<file path="config.mk">
export PLATFORM = sky130hd
export DESIGN_NAME = calc3_req_issuer
export DESIGN_NICKNAME = d
export VERILOG_FILES = /design/src/rtl/calc3_req_issuer.sv
export SDC_FILE = /design/constraint.sdc
export NUM_CORES = 1
export LEC_CHECK = 0
export BUFFER_PORTS_ARGS = -buffer_cell sky130_fd_sc_hd__buf_4
export CAP_MARGIN = 20
export CORE_MARGIN = 3
export CORE_UTILIZATION = 45
export DETAILED_ROUTE_END_ITERATION = 6
export HOLD_SLACK_MARGIN = 0.03
export PLACE_DENSITY = 0.66
export SLEW_MARGIN = 0
export SYNTH_ARGS = -nofsm -noshare
export SYNTH_HDL_FRONTEND = slang
export SYNTH_SLANG_ARGS = --single-unit
</file>
<file path="constraint.sdc">
create_clock -name c_clk -period 6.4 [get_ports c_clk]
set_input_delay 0.64 -clock c_clk [delete_from_list [all_inputs] [get_ports c_clk]]
set_output_delay 0.64 -clock c_clk [all_outputs]
set_load 0.05 [all_outputs]
</file>
<file path="src/rtl/calc3_req_issuer.sv">
// calc3_req_issuer: per-port CALC-3 request issue stage. Queues requester commands,
// issues one per cycle with the lowest free 2-bit tag, and matches tagged responses.
module calc3_req_issuer #(
  parameter int FIFO_DEPTH = 4,
  parameter int NUM_TAGS   = 4
) (
  input  logic        c_clk,
  input  logic        reset,
  input  logic        in_valid,
  output logic        in_ready,
  input  logic [0:3]  in_cmd,
  input  logic [0:3]  in_d1,
  input  logic [0:3]  in_d2,
  input  logic [0:3]  in_r1,
  input  logic [0:31] in_data,
  output logic [0:3]  req_cmd,
  output logic [0:3]  req_d1,
  output logic [0:3]  req_d2,
  output logic [0:3]  req_r1,
  output logic [0:31] req_data,
  output logic [0:1]  req_tag,
  input  logic [0:1]  out_resp,
  input  logic [0:1]  out_tag,
  input  logic [0:31] out_data,
  output logic        rsp_valid,
  output logic [0:1]  rsp_code,
  output logic [0:1]  rsp_tag,
  output logic [0:3]  rsp_cmd,
  output logic [0:31] rsp_data,
  output logic [0:3]  busy_tags,
  output logic        err_spurious
);

  localparam int PTR_W = $clog2(FIFO_DEPTH);
  localparam logic [PTR_W:0] DEPTH_CNT = (PTR_W + 1)'(FIFO_DEPTH);
  localparam logic [2:0]     TAG_LIMIT = 3'(NUM_TAGS);

  typedef struct packed {
    logic [0:3]  cmd;
    logic [0:3]  d1;
    logic [0:3]  d2;
    logic [0:3]  r1;
    logic [0:31] data;
  } entry_t;

  entry_t           mem [FIFO_DEPTH];
  logic [PTR_W-1:0] wr_ptr;
  logic [PTR_W-1:0] rd_ptr;
  logic [PTR_W:0]   count;
  logic [0:3]       busy;
  logic [0:3]       busy_next;
  logic [0:3]       tag_cmd [4];

  entry_t     in_entry;
  entry_t     src;
  logic       fifo_empty;
  logic       push;
  logic       src_valid;
  logic       src_noop;
  logic       issue;
  logic       issue_tagged;
  logic       write_fifo;
  logic       pop_fifo;
  logic       free_found;
  logic [0:1] free_tag;
  logic       rsp_any;
  logic       rsp_hit;
  logic       tag_in_range;

  // When the queue is empty an accepted command bypasses it and issues at the same edge.
  always_comb begin
    in_ready     = (count != DEPTH_CNT);
    push         = in_valid & in_ready;
    fifo_empty   = (count == '0);
    in_entry     = {in_cmd, in_d1, in_d2, in_r1, in_data};
    src          = fifo_empty ? in_entry : mem[rd_ptr];
    src_valid    = fifo_empty ? push : 1'b1;
    src_noop     = (src.cmd == 4'b0000);
    issue        = src_valid & (src_noop | free_found);
    issue_tagged = issue & ~src_noop;
    write_fifo   = push & ~(fifo_empty & issue);
    pop_fifo     = issue & ~fifo_empty;
  end

  // Lowest-numbered free tag, judged on the busy state before this edge.
  always_comb begin
    free_found = 1'b0;
    free_tag   = 2'b00;
    for (int i = NUM_TAGS - 1; i >= 0; i--) begin
      if (!busy[i]) begin
        free_found = 1'b1;
        free_tag   = 2'(i);
      end
    end
  end

  always_comb begin
    rsp_any      = (out_resp != 2'b00);
    tag_in_range = ({1'b0, out_tag} < TAG_LIMIT);
    rsp_hit      = rsp_any & tag_in_range & busy[out_tag];
    busy_next    = busy;
    if (rsp_hit) begin
      busy_next[out_tag] = 1'b0;
    end
    if (issue_tagged) begin
      busy_next[free_tag] = 1'b1;
    end
  end

  always_ff @(posedge c_clk) begin
    if (write_fifo) begin
      mem[wr_ptr] <= in_entry;
    end
  end

  always_ff @(posedge c_clk or negedge reset) begin
    if (!reset) begin
      wr_ptr       <= '0;
      rd_ptr       <= '0;
      count        <= '0;
      busy         <= '0;
      err_spurious <= 1'b0;
      for (int i = 0; i < 4; i++) begin
        tag_cmd[i] <= '0;
      end
    end else begin
      if (write_fifo) begin
        wr_ptr <= wr_ptr + 1'b1;
      end
      if (pop_fifo) begin
        rd_ptr <= rd_ptr + 1'b1;
      end
      count <= count + {{PTR_W{1'b0}}, write_fifo} - {{PTR_W{1'b0}}, pop_fifo};
      busy  <= busy_next;
      if (issue_tagged) begin
        tag_cmd[free_tag] <= src.cmd;
      end
      if (rsp_any & ~rsp_hit) begin
        err_spurious <= 1'b1;
      end
    end
  end

  // Request port is driven for exactly one cycle per issue, all-zero otherwise.
  always_ff @(posedge c_clk or negedge reset) begin
    if (!reset) begin
      req_cmd  <= '0;
      req_d1   <= '0;
      req_d2   <= '0;
      req_r1   <= '0;
      req_data <= '0;
      req_tag  <= '0;
    end else begin
      req_cmd  <= issue ? src.cmd  : '0;
      req_d1   <= issue ? src.d1   : '0;
      req_d2   <= issue ? src.d2   : '0;
      req_r1   <= issue ? src.r1   : '0;
      req_data <= issue ? src.data : '0;
      req_tag  <= issue_tagged ? free_tag : '0;
    end
  end

  always_ff @(posedge c_clk or negedge reset) begin
    if (!reset) begin
      rsp_valid <= 1'b0;
      rsp_code  <= '0;
      rsp_tag   <= '0;
      rsp_cmd   <= '0;
      rsp_data  <= '0;
    end else begin
      rsp_valid <= rsp_hit;
      rsp_code  <= rsp_hit ? out_resp : '0;
      rsp_tag   <= rsp_hit ? out_tag : '0;
      rsp_cmd   <= rsp_hit ? tag_cmd[out_tag] : '0;
      rsp_data  <= rsp_hit ? out_data : '0;
    end
  end

  assign busy_tags = busy;

endmodule

</file>
==> summary.txt <==
Final setup viols -> 0
GR Util met2 -> 0.2892
Core Box Area -> 0.02475 mm²
Most Crowded Layer GR -> met2
Cells after Synth -> 577
Seq/Total Area, Yosys -> 0.7604
Hold Path Class -> in2async
min cycle time layout -> 4.075 ns
Slowest-stage cell, CP -> dfrtp_4
mapped cell area -> 0.01150 mm²
Clk pin slew, worst setup/hold paths -> 0.06 ns
Synth Area per Inst -> 19.93 µm²
Critical Path Source Type -> flip-flop
setup TNS -> 0 ns
Die W -> 165.9 µm
Die ar. -> 0.02751 mm²
worst-path cell chain -> mux4_2, or4_1, a21oi_4, buf_4, ha_1, inv_1, ha_1, inv_1, fa_1, xnor2_1, xnor2_1
final hold slack -> 0.08734 ns
I/O pin total -> 184
Synth top area share -> 0.5014
post-synthesis compound-gate area fraction -> 0.04755
dpl hpwl -> 14480 µm
R2R Setup Slk -> 2.33 ns
Final Max Tran Viols -> 0
GRT Overall Usage -> 0.1744
Final period util -> 0.6367
Simple-Gate Fraction of Synth Area -> 0.03983
CTS Hold Bufs -> 0
GR Overflow Total -> 0
die height -> 165.9 µm
main combinational cell family by area after synthesis -> multiplexers
DRT Pass-1 Iters -> 6
Worst path top cell family by delay -> adder cells
H-Tree Depth -> 2
Syn-to-layout area delta -> 25.39%
top post-synthesis cells by area -> edfxtp_1, dfrtp_1, mux4_2
Fmax -> 245.4 MHz
Post-synth EDFFs -> 192
Yosys reg bits -> 311
routed vias/inst -> 5.337
post-synthesis adder-cell area fraction -> 0.008270
capturing point of the worst reg2reg path -> count[2]
CP Max Fanout -> 46
crit path kind -> reg2reg
total power -> 0.007892 W
R2R cell count -> 11
vias in the first global route -> 6694
Yosys cell types -> 40
status -> finished clean
GP Congestion -> 0.7809
Port Buffer Count -> 183
post-synthesis xor/xnor area fraction -> 0.003808
setup bufs post-CTS -> 0
DP Cell Count -> 1067
buffer and inverter count on the worst path -> 3
worst-margin pin slew -> 0.8256 ns
Synthesized Nets -> 671
routed wire length -> 23750 µm
Remaining DRCs -> 0
Layout Nets -> 874
crit end category -> flip-flop
vias after detailed routing -> 6031
post_cts resized -> 0
GRT met3 Usage -> 0.04594
non-filler instance count after layout -> 1130
LEAKAGE -> 5.799 nW
Clk Latency, worst-skew pair -> 0.51 ns
async set or reset register ratio after synthesis -> 0.3826
critical path data arrival time -> 4.46 ns
Crit path largest cell delay -> 0.72 ns
antenna fix cells -> 0
CTS tree -> built
Clock Skew -> 0.01838 ns
register area -> 0.008748 mm²
top_reg_cell synth -> edfxtp_1
Iteration-0 DRC Markers -> 445
WL per Instance -> 21.02 µm
PD cells -> 547.4 mW/mm²
Final Hold Vio Count -> 0
initial core utilization -> 0.4646
RSZ-0062 raised after global routing -> no
area of the multi-input gates -> 0.002564 mm²
Clock Root Buffer -> clkbuf_16
pin count of the biggest net entering global routing -> 71
met1 global-route usage -> 0.2334
most frequent cells in the layout -> buf_4, edfxtp_1, dfrtp_1
max cap viols -> 0
clock sink total -> 311
fill count -> 1849
VDD IR-drop max -> 0.3851 mV
global-route wire length before repair -> 38260 µm
critical path required time -> 6.79 ns
deepest clock path buffer count -> 3
mux cell area share after synthesis -> 0.1231
yosys warns -> 0
Rel. slew slack -> 0.4485
CTS buffer count -> 34
post-route antenna net violation count -> 0
layout cells sized above 1 -> 0.4082
Post-Route Utilization -> 0.5826
reg2reg start -> rd_ptr[0]
Synth area leader -> edfxtp_1
initial antenna violation count -> 0
FP Rows -> 57
most common cell after layout, fill and taps aside -> buf_4
cell type report:
| class | instances | share of cell area |
|---|---|---|
| inverters | 10 | 0.002603 |
| multi-input cells | 228 | 0.1778 |
| repair buffers | 195 | 0.1029 |
| clock buffers | 47 | 0.06595 |
| flip-flops and latches | 311 | 0.6068 |
| well taps | 324 | 0.02812 |
| clock inverters | 15 | 0.01579 |
worst max-delay path by stage:
stage               slack (ns)       from        to  cells after the start
floorplan                 3.11  rd_ptr[0]  count[2]                     14
global placement          2.31  rd_ptr[0]  count[2]                     11
detailed placement        2.26  rd_ptr[0]  count[2]                     11
CTS                       2.26  rd_ptr[0]  count[2]                     11
global route              2.06  rd_ptr[0]  count[2]                     11
finish                    2.33  rd_ptr[0]  count[2]                     11
synthesized netlist by cell type, drive strengths merged (2+ instances only):
cell type	number
edfxtp	192
dfrtp	119
mux4	53
and2	45
a22o	44
nand2	18
clkbuf	17
mux2	17
buf	11
inv	10
o21ai	7
ha	6
nor2b	5
xnor2	5
nor2	4
nor3	3
a21oi	2
o211a	2
or3	2
where the power goes:
part	internal, W	total (W)	switching, W	leakage (nW)
Sequential	0.00273	0.00300	0.000274	3.22
Combinational	0.00112	0.00287	0.00175	2.01
Clock	0.00125	0.00202	0.000767	0.574
Total	0.00510	0.00789	0.00279	5.80
stage by stage:
stage          area, µm²  worst slack [ns]
6_report           14420             2.325
5_1_grt            14420             2.059
4_1_cts            14390             2.263
3_5_place_dp       13210             2.255
3_3_place_gp       13210             2.307
2_1_floorplan      11500             3.113
registers in the layout (all words and copies together), names as in the netlist, 2 cells and up:
register and cells:
mem 192, req_data 32, rsp_data 32, tag_cmd 16, busy_tags 4, req_cmd 4, req_d1 4, req_d2 4
req_r1 4, rsp_cmd 4, count 3, rd_ptr 2, req_tag 2, rsp_code 2, rsp_tag 2, wr_ptr 2
layer usage:
layer	up-vias	routed length (µm)
met5	-	0
met4	0	399
met3	37	1704
met2	251	11610
met1	3100	10040
li1	2643	-
cells by family (layout without fill, tap and decap cells):
| family | Yosys count | after routing |
|---|---|---|
| multiplexers | 70 | 70 |
| AND/OR/NAND/NOR | 82 | 82 |
| buffers and inverters | 38 | 267 |
| XOR/XNOR | 5 | 5 |
| AO/OA/AOI/OAI | 64 | 64 |
| flip-flops | 311 | 311 |
| adder cells (fa/ha/maj) | 7 | 7 |
No activity file was read; power rests on OpenSTA's default activity.
